--- src/rtl/fault_campaign_mid_pkg.sv ---
// Shared types and helpers for the fault-campaign controller: FSM states,
// LFSR tap table and fault index encode/decode.
package fault_campaign_pkg;

    typedef enum logic [1:0] {IDLE, LOAD, RUN, DONE} state_e;

    // Maximal-length Fibonacci tap masks (bit i = stage i feeds the XOR), widths 3..16.
    function automatic logic [15:0] lfsr_taps(input int w);
        case (w)
            3:       return 16'h0006;
            4:       return 16'h000C;
            5:       return 16'h0014;
            6:       return 16'h0030;
            7:       return 16'h0060;
            8:       return 16'h00B8;
            9:       return 16'h0110;
            10:      return 16'h0240;
            11:      return 16'h0500;
            12:      return 16'h0829;
            13:      return 16'h100D;
            14:      return 16'h2015;
            15:      return 16'h6000;
            16:      return 16'hD008;
            default: return 16'h0000;
        endcase
    endfunction

    function automatic int fault_site(input int k);
        return k >> 1;
    endfunction

    function automatic logic fault_val(input int k);
        return k[0];
    endfunction

    function automatic int fault_index(input int site, input logic val);
        return site * 2 + int'(val);
    endfunction

endpackage

--- src/rtl/fault_campaign_mid_if.sv ---
// Control, CUT-facing and result signals of the fault-campaign controller.
interface fault_campaign_mid_if #(
    parameter int IN_BITS   = 5,
    parameter int OUT_BITS  = 2,
    parameter int NUM_SITES = 11
);
    localparam int NUM_FAULTS = 2 * NUM_SITES;
    localparam int SW = $clog2(NUM_SITES);
    localparam int CW = $clog2(NUM_FAULTS + 1);

    logic                  START;
    logic                  ABORT;
    logic [IN_BITS-1:0]    TEST_IP;
    logic                  FAULT_EN;
    logic [SW-1:0]         FAULT_SITE;
    logic                  FAULT_VAL;
    logic                  FIL_INC;
    logic [OUT_BITS-1:0]   CUT_OP;
    logic [OUT_BITS-1:0]   FF_OP;
    logic [NUM_FAULTS-1:0] DET_MAP;
    logic [CW-1:0]         DET_COUNT;
    logic                  BUSY;
    logic                  DONE;

    modport master (
        input  START, ABORT, CUT_OP, FF_OP,
        output TEST_IP, FAULT_EN, FAULT_SITE, FAULT_VAL, FIL_INC,
               DET_MAP, DET_COUNT, BUSY, DONE
    );

    modport slave (
        output START, ABORT, CUT_OP, FF_OP,
        input  TEST_IP, FAULT_EN, FAULT_SITE, FAULT_VAL, FIL_INC,
               DET_MAP, DET_COUNT, BUSY, DONE
    );
endinterface

--- src/rtl/fcm_pattern_gen.sv ---
// Pattern source for the campaign: binary up-counter or Fibonacci LFSR,
// restarted per fault and stepped once per compared pattern.
module fcm_pattern_gen
    import fault_campaign_pkg::*;
#(
    parameter int IN_BITS  = 5,
    parameter int PAT_MODE = 0
) (
    input  logic               clk,
    input  logic               rst,
    input  logic               restart,
    input  logic               step,
    output logic [IN_BITS-1:0] pattern
);
    logic [IN_BITS-1:0] nxt;

    generate
        if (PAT_MODE == 1) begin : g_lfsr
            localparam logic [IN_BITS-1:0] TAPS = IN_BITS'(lfsr_taps(IN_BITS));
            assign nxt = {pattern[IN_BITS-2:0], ^(pattern & TAPS)};
        end else begin : g_cnt
            assign nxt = pattern + 1'b1;
        end
    endgenerate

    // Reset value is zero in both modes; restart loads the real seed before any RUN.
    always_ff @(posedge clk) begin
        if (rst)
            pattern <= '0;
        else if (restart)
            pattern <= (PAT_MODE == 1) ? {IN_BITS{1'b1}} : '0;
        else if (step)
            pattern <= nxt;
    end
endmodule

--- src/rtl/fault_campaign_mid.sv ---
// Fault-simulation controller: walks every stuck-at fault, applies NUM_PAT
// patterns to faulty and fault-free CUTs, and records detection and coverage.
module fault_campaign_mid
    import fault_campaign_pkg::*;
#(
    parameter int IN_BITS   = 5,
    parameter int OUT_BITS  = 2,
    parameter int NUM_SITES = 11,
    parameter int NUM_PAT   = 32,
    parameter int PAT_MODE  = 0,
    parameter int DROP      = 1
) (
    input  logic                clk,
    input  logic                rst,
    fault_campaign_mid_if.master bus
);
    localparam int NUM_FAULTS = 2 * NUM_SITES;
    localparam int KW = $clog2(NUM_FAULTS);
    localparam int SW = $clog2(NUM_SITES);
    localparam int CW = $clog2(NUM_FAULTS + 1);
    localparam int PW = (NUM_PAT > 1) ? $clog2(NUM_PAT) : 1;

    state_e                state, state_nx;
    logic [KW-1:0]         k;
    logic [PW-1:0]         p;
    logic [NUM_FAULTS-1:0] det_map;
    logic [CW-1:0]         det_count;
    logic [OUT_BITS-1:0]   diff;
    logic                  mism, last_pat, last_fault;
    logic                  start_c, next_c, step_c, set_det;

    assign diff       = bus.CUT_OP ^ bus.FF_OP;
    assign mism       = |diff;
    assign last_pat   = (p == PW'(NUM_PAT - 1));
    assign last_fault = (k == KW'(NUM_FAULTS - 1));

    always_ff @(posedge clk) begin
        if (rst) state <= IDLE;
        else     state <= state_nx;
    end

    always_comb begin
        state_nx = state;
        start_c  = 1'b0;
        next_c   = 1'b0;
        step_c   = 1'b0;
        set_det  = 1'b0;
        if (bus.ABORT) begin
            state_nx = IDLE;
        end else begin
            case (state)
                IDLE, DONE: begin
                    if (bus.START) begin
                        start_c  = 1'b1;
                        state_nx = LOAD;
                    end
                end
                LOAD: state_nx = RUN;
                RUN: begin
                    set_det = mism;
                    if (last_pat || (DROP != 0 && mism)) begin
                        if (last_fault) begin
                            state_nx = DONE;
                        end else begin
                            next_c   = 1'b1;
                            state_nx = LOAD;
                        end
                    end else begin
                        step_c = 1'b1;
                    end
                end
                default: state_nx = IDLE;
            endcase
        end
    end

    // Pattern source restarts on the edge entering LOAD so LOAD already shows pattern 0.
    always_ff @(posedge clk) begin
        if (rst) begin
            k         <= '0;
            p         <= '0;
            det_map   <= '0;
            det_count <= '0;
        end else begin
            if (start_c) begin
                k         <= '0;
                det_map   <= '0;
                det_count <= '0;
            end else if (next_c) begin
                k <= k + 1'b1;
            end
            if (start_c || next_c)
                p <= '0;
            else if (step_c)
                p <= p + 1'b1;
            if (set_det) begin
                det_map[k] <= 1'b1;
                if (!det_map[k])
                    det_count <= det_count + 1'b1;
            end
        end
    end

    fcm_pattern_gen #(
        .IN_BITS  (IN_BITS),
        .PAT_MODE (PAT_MODE)
    ) u_pat (
        .clk     (clk),
        .rst     (rst),
        .restart (start_c || next_c),
        .step    (step_c),
        .pattern (bus.TEST_IP)
    );

    assign bus.FAULT_EN   = (state == LOAD) || (state == RUN);
    assign bus.BUSY       = (state == LOAD) || (state == RUN);
    assign bus.FIL_INC    = (state == LOAD);
    assign bus.DONE       = (state == DONE);
    assign bus.FAULT_SITE = SW'(fault_site(int'(k)));
    assign bus.FAULT_VAL  = fault_val(int'(k));
    assign bus.DET_MAP    = det_map;
    assign bus.DET_COUNT  = det_count;
endmodule

--- src/flat_wrapper.sv ---
// flat-port wrapper written by rule: the top's interface ports become plain ports
module fault_campaign_mid_flat import fault_campaign_pkg::*;
#(
    parameter int IN_BITS   = 5,
    parameter int OUT_BITS  = 2,
    parameter int NUM_SITES = 11,
    parameter int NUM_PAT   = 32,
    parameter int PAT_MODE  = 0,
    parameter int DROP      = 1
)
  (clk, rst, bus_START, bus_ABORT, bus_CUT_OP, bus_FF_OP, bus_TEST_IP, bus_FAULT_EN, bus_FAULT_SITE, bus_FAULT_VAL, bus_FIL_INC, bus_DET_MAP, bus_DET_COUNT, bus_BUSY, bus_DONE);
  fault_campaign_mid_if #(.IN_BITS(IN_BITS), .OUT_BITS(OUT_BITS), .NUM_SITES(NUM_SITES)) bus_i ();
  input  logic clk;
  input  logic rst;
  input wire logic [$bits(bus_i.START)-1:0] bus_START;
  input wire logic [$bits(bus_i.ABORT)-1:0] bus_ABORT;
  input wire logic [$bits(bus_i.CUT_OP)-1:0] bus_CUT_OP;
  input wire logic [$bits(bus_i.FF_OP)-1:0] bus_FF_OP;
  output wire logic [$bits(bus_i.TEST_IP)-1:0] bus_TEST_IP;
  output wire logic [$bits(bus_i.FAULT_EN)-1:0] bus_FAULT_EN;
  output wire logic [$bits(bus_i.FAULT_SITE)-1:0] bus_FAULT_SITE;
  output wire logic [$bits(bus_i.FAULT_VAL)-1:0] bus_FAULT_VAL;
  output wire logic [$bits(bus_i.FIL_INC)-1:0] bus_FIL_INC;
  output wire logic [$bits(bus_i.DET_MAP)-1:0] bus_DET_MAP;
  output wire logic [$bits(bus_i.DET_COUNT)-1:0] bus_DET_COUNT;
  output wire logic [$bits(bus_i.BUSY)-1:0] bus_BUSY;
  output wire logic [$bits(bus_i.DONE)-1:0] bus_DONE;
  assign bus_i.START = bus_START;
  assign bus_i.ABORT = bus_ABORT;
  assign bus_i.CUT_OP = bus_CUT_OP;
  assign bus_i.FF_OP = bus_FF_OP;
  assign bus_TEST_IP = bus_i.TEST_IP;
  assign bus_FAULT_EN = bus_i.FAULT_EN;
  assign bus_FAULT_SITE = bus_i.FAULT_SITE;
  assign bus_FAULT_VAL = bus_i.FAULT_VAL;
  assign bus_FIL_INC = bus_i.FIL_INC;
  assign bus_DET_MAP = bus_i.DET_MAP;
  assign bus_DET_COUNT = bus_i.DET_COUNT;
  assign bus_BUSY = bus_i.BUSY;
  assign bus_DONE = bus_i.DONE;
  fault_campaign_mid #(.IN_BITS(IN_BITS), .OUT_BITS(OUT_BITS), .NUM_SITES(NUM_SITES), .NUM_PAT(NUM_PAT), .PAT_MODE(PAT_MODE), .DROP(DROP)) u_core (.clk(clk), .rst(rst), .bus(bus_i));
endmodule
--- config.mk ---
export PLATFORM = sky130hd
export DESIGN_NAME = fault_campaign_mid_flat
export DESIGN_NICKNAME = d
export VERILOG_FILES = /design/src/rtl/fault_campaign_mid_pkg.sv /design/src/rtl/fault_campaign_mid_if.sv /design/src/rtl/fcm_pattern_gen.sv /design/src/rtl/fault_campaign_mid.sv /design/src/flat_wrapper.sv
export SDC_FILE = /design/constraint.sdc
export NUM_CORES = 1
export LEC_CHECK = 0
export BUFFER_PORTS_ARGS = -buffer_cell sky130_fd_sc_hd__buf_2
export CAP_MARGIN = 30
export CELL_PAD_IN_SITES_DETAIL_PLACEMENT = 0
export CELL_PAD_IN_SITES_GLOBAL_PLACEMENT = 1
export CORE_MARGIN = 3
export CORE_UTILIZATION = 40
export DETAILED_ROUTE_END_ITERATION = 7
export PLACE_DENSITY = 0.86
export SLEW_MARGIN = 20
export SYNTH_ARGS = -nofsm -noshare
export SYNTH_HDL_FRONTEND = slang
export SYNTH_SLANG_ARGS = --single-unit
--- constraint.sdc ---
create_clock -name clk -period 2 [get_ports clk]
set_input_delay 0 -clock clk [delete_from_list [all_inputs] [get_ports clk]]
set_output_delay 0 -clock clk [all_outputs]
set_load 0.01 [all_outputs]
==> results.md <==
* Status: finished, final reports clean
* FMAX at 532.1 MHz
* Sequential Power Share at around three fifths
* Post-synth top flop: dfxtp_1
* Crit path required time at 2.17 ns
* Initial Utilization at a little over two fifths
* Worst min path class: input port to flop
* Root Buffer: clkbuf_8
* Post-CTS setup buffers at 0
* PwrDens at ~560 nW/um^2
* Area fraction of the dominant cell type after synthesis at 41.73%
* Max rail drop VDD at about 0.43 mV
* Comb pwr share at approximately 5.1%
* Leak at 1.186 nW
* CTS Buf Count at 5
* Dpl cell area at 2509 um^2
* CTS Buffer Depth at 2
* Core Region at 4911 um^2
* Max-Cap Viols at 0
* Kind of critical path: flop to flop
* Final number of setup-violating endpoints at 0
* I/O Pins at 49
* Clock power frac at between 30% and 40%
* Routed WL at 4741 um
* First-pass GRT wire length at between 7000 and 8000 um
* Vias in the first global route at roughly 1.7k
* Overall Global Routing Usage at between 10% and 20%
* Internal power at around 1.1 mW
* Startpoint Class: flop
* DR WL met3 at 265 um
* Die extent in x at 78.64 um
* Sink Count at between 40 and 50
* DR iter-0 viols at 55
* Synth unique cells at 39
* Hold WS at 0.1489 ns
* # rows at 25
* Post-synthesis cell area at approximately 2100 um^2
* Synth top cells by count: dfxtp_1, nor2_1, a32o_1
* Top delay family on crit path: simple AND/OR/NAND/NOR gates
* DR WL met2 at 2275 um
* Layout net count at between 200 and 300
* RePlAce Congestion at between 0.8 and 0.9
* Seq/Total Area, Yosys at between 40% and 50%
* Cell taking the most area after synthesis: dfxtp_1
* ANT nets after route at 0
* PortBufs at 48
* Routed len/inst at about 14 um
* Finished Core Util at a little over half
* Skew-Pair Late Insertion Delay at 0.29 ns
* CP bufs+invs at 1
* RSZ-0062 raised after global routing: no
* Endpoint class of the critical path: flop
* NetSw at 0.3269 mW
* Slew Viols, Final at 0
* Actual slew at the worst max-slew pin at 0.3518 ns
* Pin count of the biggest net entering global routing at 23
* Layout Skew at 0.009323 ns
* Top cells by area, synth: dfxtp_1, a32o_1, ha_1
* Die H at 78.64 um
* Worst path arrival time at ~2 ns
* Most frequent cell after synthesis: dfxtp_1
* Post-route cell area at 2630 um^2
* Switching Fraction at 22.23%
* Syn Area/Cell at 10.00 um^2
* Detailed Place HPWL at 3613 um
* Share of layout cells above drive strength 1 at 32.35%
* Vias at 1775
* #FFs+latches synth at 44
* EDFF count, synth at 0
* Tmin final at between 1.5 and 2 ns
* CP max FO at 10
* GRT overflow at 0
* Syn. warnings at 0
* Clock transition at path regs at 0.08 ns
* Crit-path most repeated cell: ha_1
* Top layer in use: met4
* Relative max-transition margin at 76.42%
* Synthesized Nets at 231
* Worst stage delay on the critical path at roughly 0.34 ns
* Via density at around 5.2
* DIE AREA at ~6200 um^2
* Final hold vios at 0
* Async SR Flop Fraction at 0%
* # DRC at 0
* Initial antenna violation count at 0
* ANT cells at 0
* Final Cycle Share at ~94%
* CP max stage cell: dfxtp_1
* TritonCTS clock tree: built
* Mapped Cells at between 200 and 250
* WL met1 at 2188 um
* Layout area overhead at 24.60%
* CP cell instances: ha_1, and3_1, ha_1, nand3b_1, nor2_2, buf_6, nand4_1, xor2_1, nor2_1
* Drt first pass iters at 4
* H-tree depth at 2
==> worst reg2reg max path, cell delays in order (launching register included) <==
cell and delay [ns]:
dfxtp_1 0.34, ha_1 0.21, and3_1 0.18, ha_1 0.18, nand3b_1 0.23, nor2_2 0.14
buf_6 0.16, nand4_1 0.12, xor2_1 0.15, nor2_1 0.05
==> flip-flops by register name, indices dropped and copies added, names as in the netlist <==
name,count
u_core.bus.DET_MAP,22
u_core.state,2
u_core.u_pat.pattern,5
u_core.k,5
u_core.p,5
u_core.bus.DET_COUNT,5
==> final cells by class <==
cell class,instances,area [um^2]
clock buffers,6,72.57
fillers,481,2281
flip-flops and latches,44,885.9
clock inverters,1,5.005
repair buffers,65,389.1
inverters,12,45.04
well taps,67,83.83
multi-input cells,144,1149
==> final timing paths <==
check	from	end	slack, ns	cells after the start
worst max register to register	u_core.p[0]	u_core.u_pat.pattern[4]	0.12	9
worst max-delay path	u_core.p[0]	u_core.u_pat.pattern[4]	0.12	9
worst min-delay path	bus_START	u_core.state[0]	0.15	4
worst min register to register	u_core.bus.DET_MAP[20]	u_core.bus.DET_MAP[20]	0.49	1
==> timing repair <==
item / CTS / global route
hold buffers: 2 / 0
hold endpoints to repair: 2 / 0
pin swaps: 0 / 2
cloned: 0 / 0
setup endpoints to repair: 1 / 11
resized for setup: 2 / 7
==> power by group through the flow <==
stage	Combinational (mW)	Sequential, mW	Clock, mW
2_1_floorplan	0.0402	0.899	0
3_3_place_gp	0.0665	0.899	0
3_5_place_dp	0.0673	0.899	0
4_1_cts	0.0729	0.879	0.534
5_1_grt	0.0823	0.879	0.570
6_report	0.0744	0.878	0.517
==> cells in the final DEF, fill, tap and decap left out, types with 2 or more instances in the layout <==
master / synthesis / routed
buf_2: 2 / 48
dfxtp_1: 44 / 40
nor2_1: 23 / 23
a32o_1: 22 / 22
buf_4: 2 / 13
inv_1: 12 / 12
ha_1: 12 / 12
xnor2_1: 9 / 9
nand2_1: 8 / 7
a21oi_1: 6 / 6
nand4_1: 6 / 6
mux2_1: 6 / 6
mux2i_1: 5 / 5
xor2_1: 5 / 5
mux2_2: 5 / 5
nand3_1: 5 / 5
clkbuf_8: 0 / 5
dfxtp_2: 0 / 4
and3_1: 3 / 3
nor3_1: 3 / 3
and3b_1: 2 / 2
nor3b_2: 2 / 2
a31oi_1: 2 / 2
and2_1: 2 / 2
o211ai_1: 2 / 2
dlygate4sd3_1: 0 / 2
==> metrics by stage <==
step	total power, mW	instances	setup slack (ns)	setup TNS, ns
floorplan	0.9390	211	0.06191	0
CTS	1.485	339	0.03681	0
finish	1.470	339	0.1207	0
global route	1.532	339	0.001720	0
global placement	0.9656	330	0.1217	0
detailed placement	0.9667	330	-0.02526	-0.02526
==> routing by layer <==
layer  up-vias  global-route usage [%]
li1        892                       -
met1       835                   19.75
met5         -                       0
met2        46                   26.83
met4         0                   3.671
met3         2                   3.440
==> cells by family after synthesis <==
family                     Yosys count  share of synthesized area, %
AOI/OAI and AO/OA                   42                         17.25
xor gates and xnor gates            14                         5.809
adders and majority gates           12                         7.113
buffers and inverters               23                         4.564
DFF                                 44                         41.73
muxes                               16                         8.239
and+or+nand+nor                     60                         15.29
No activity file was read; power rests on OpenSTA's default activity.
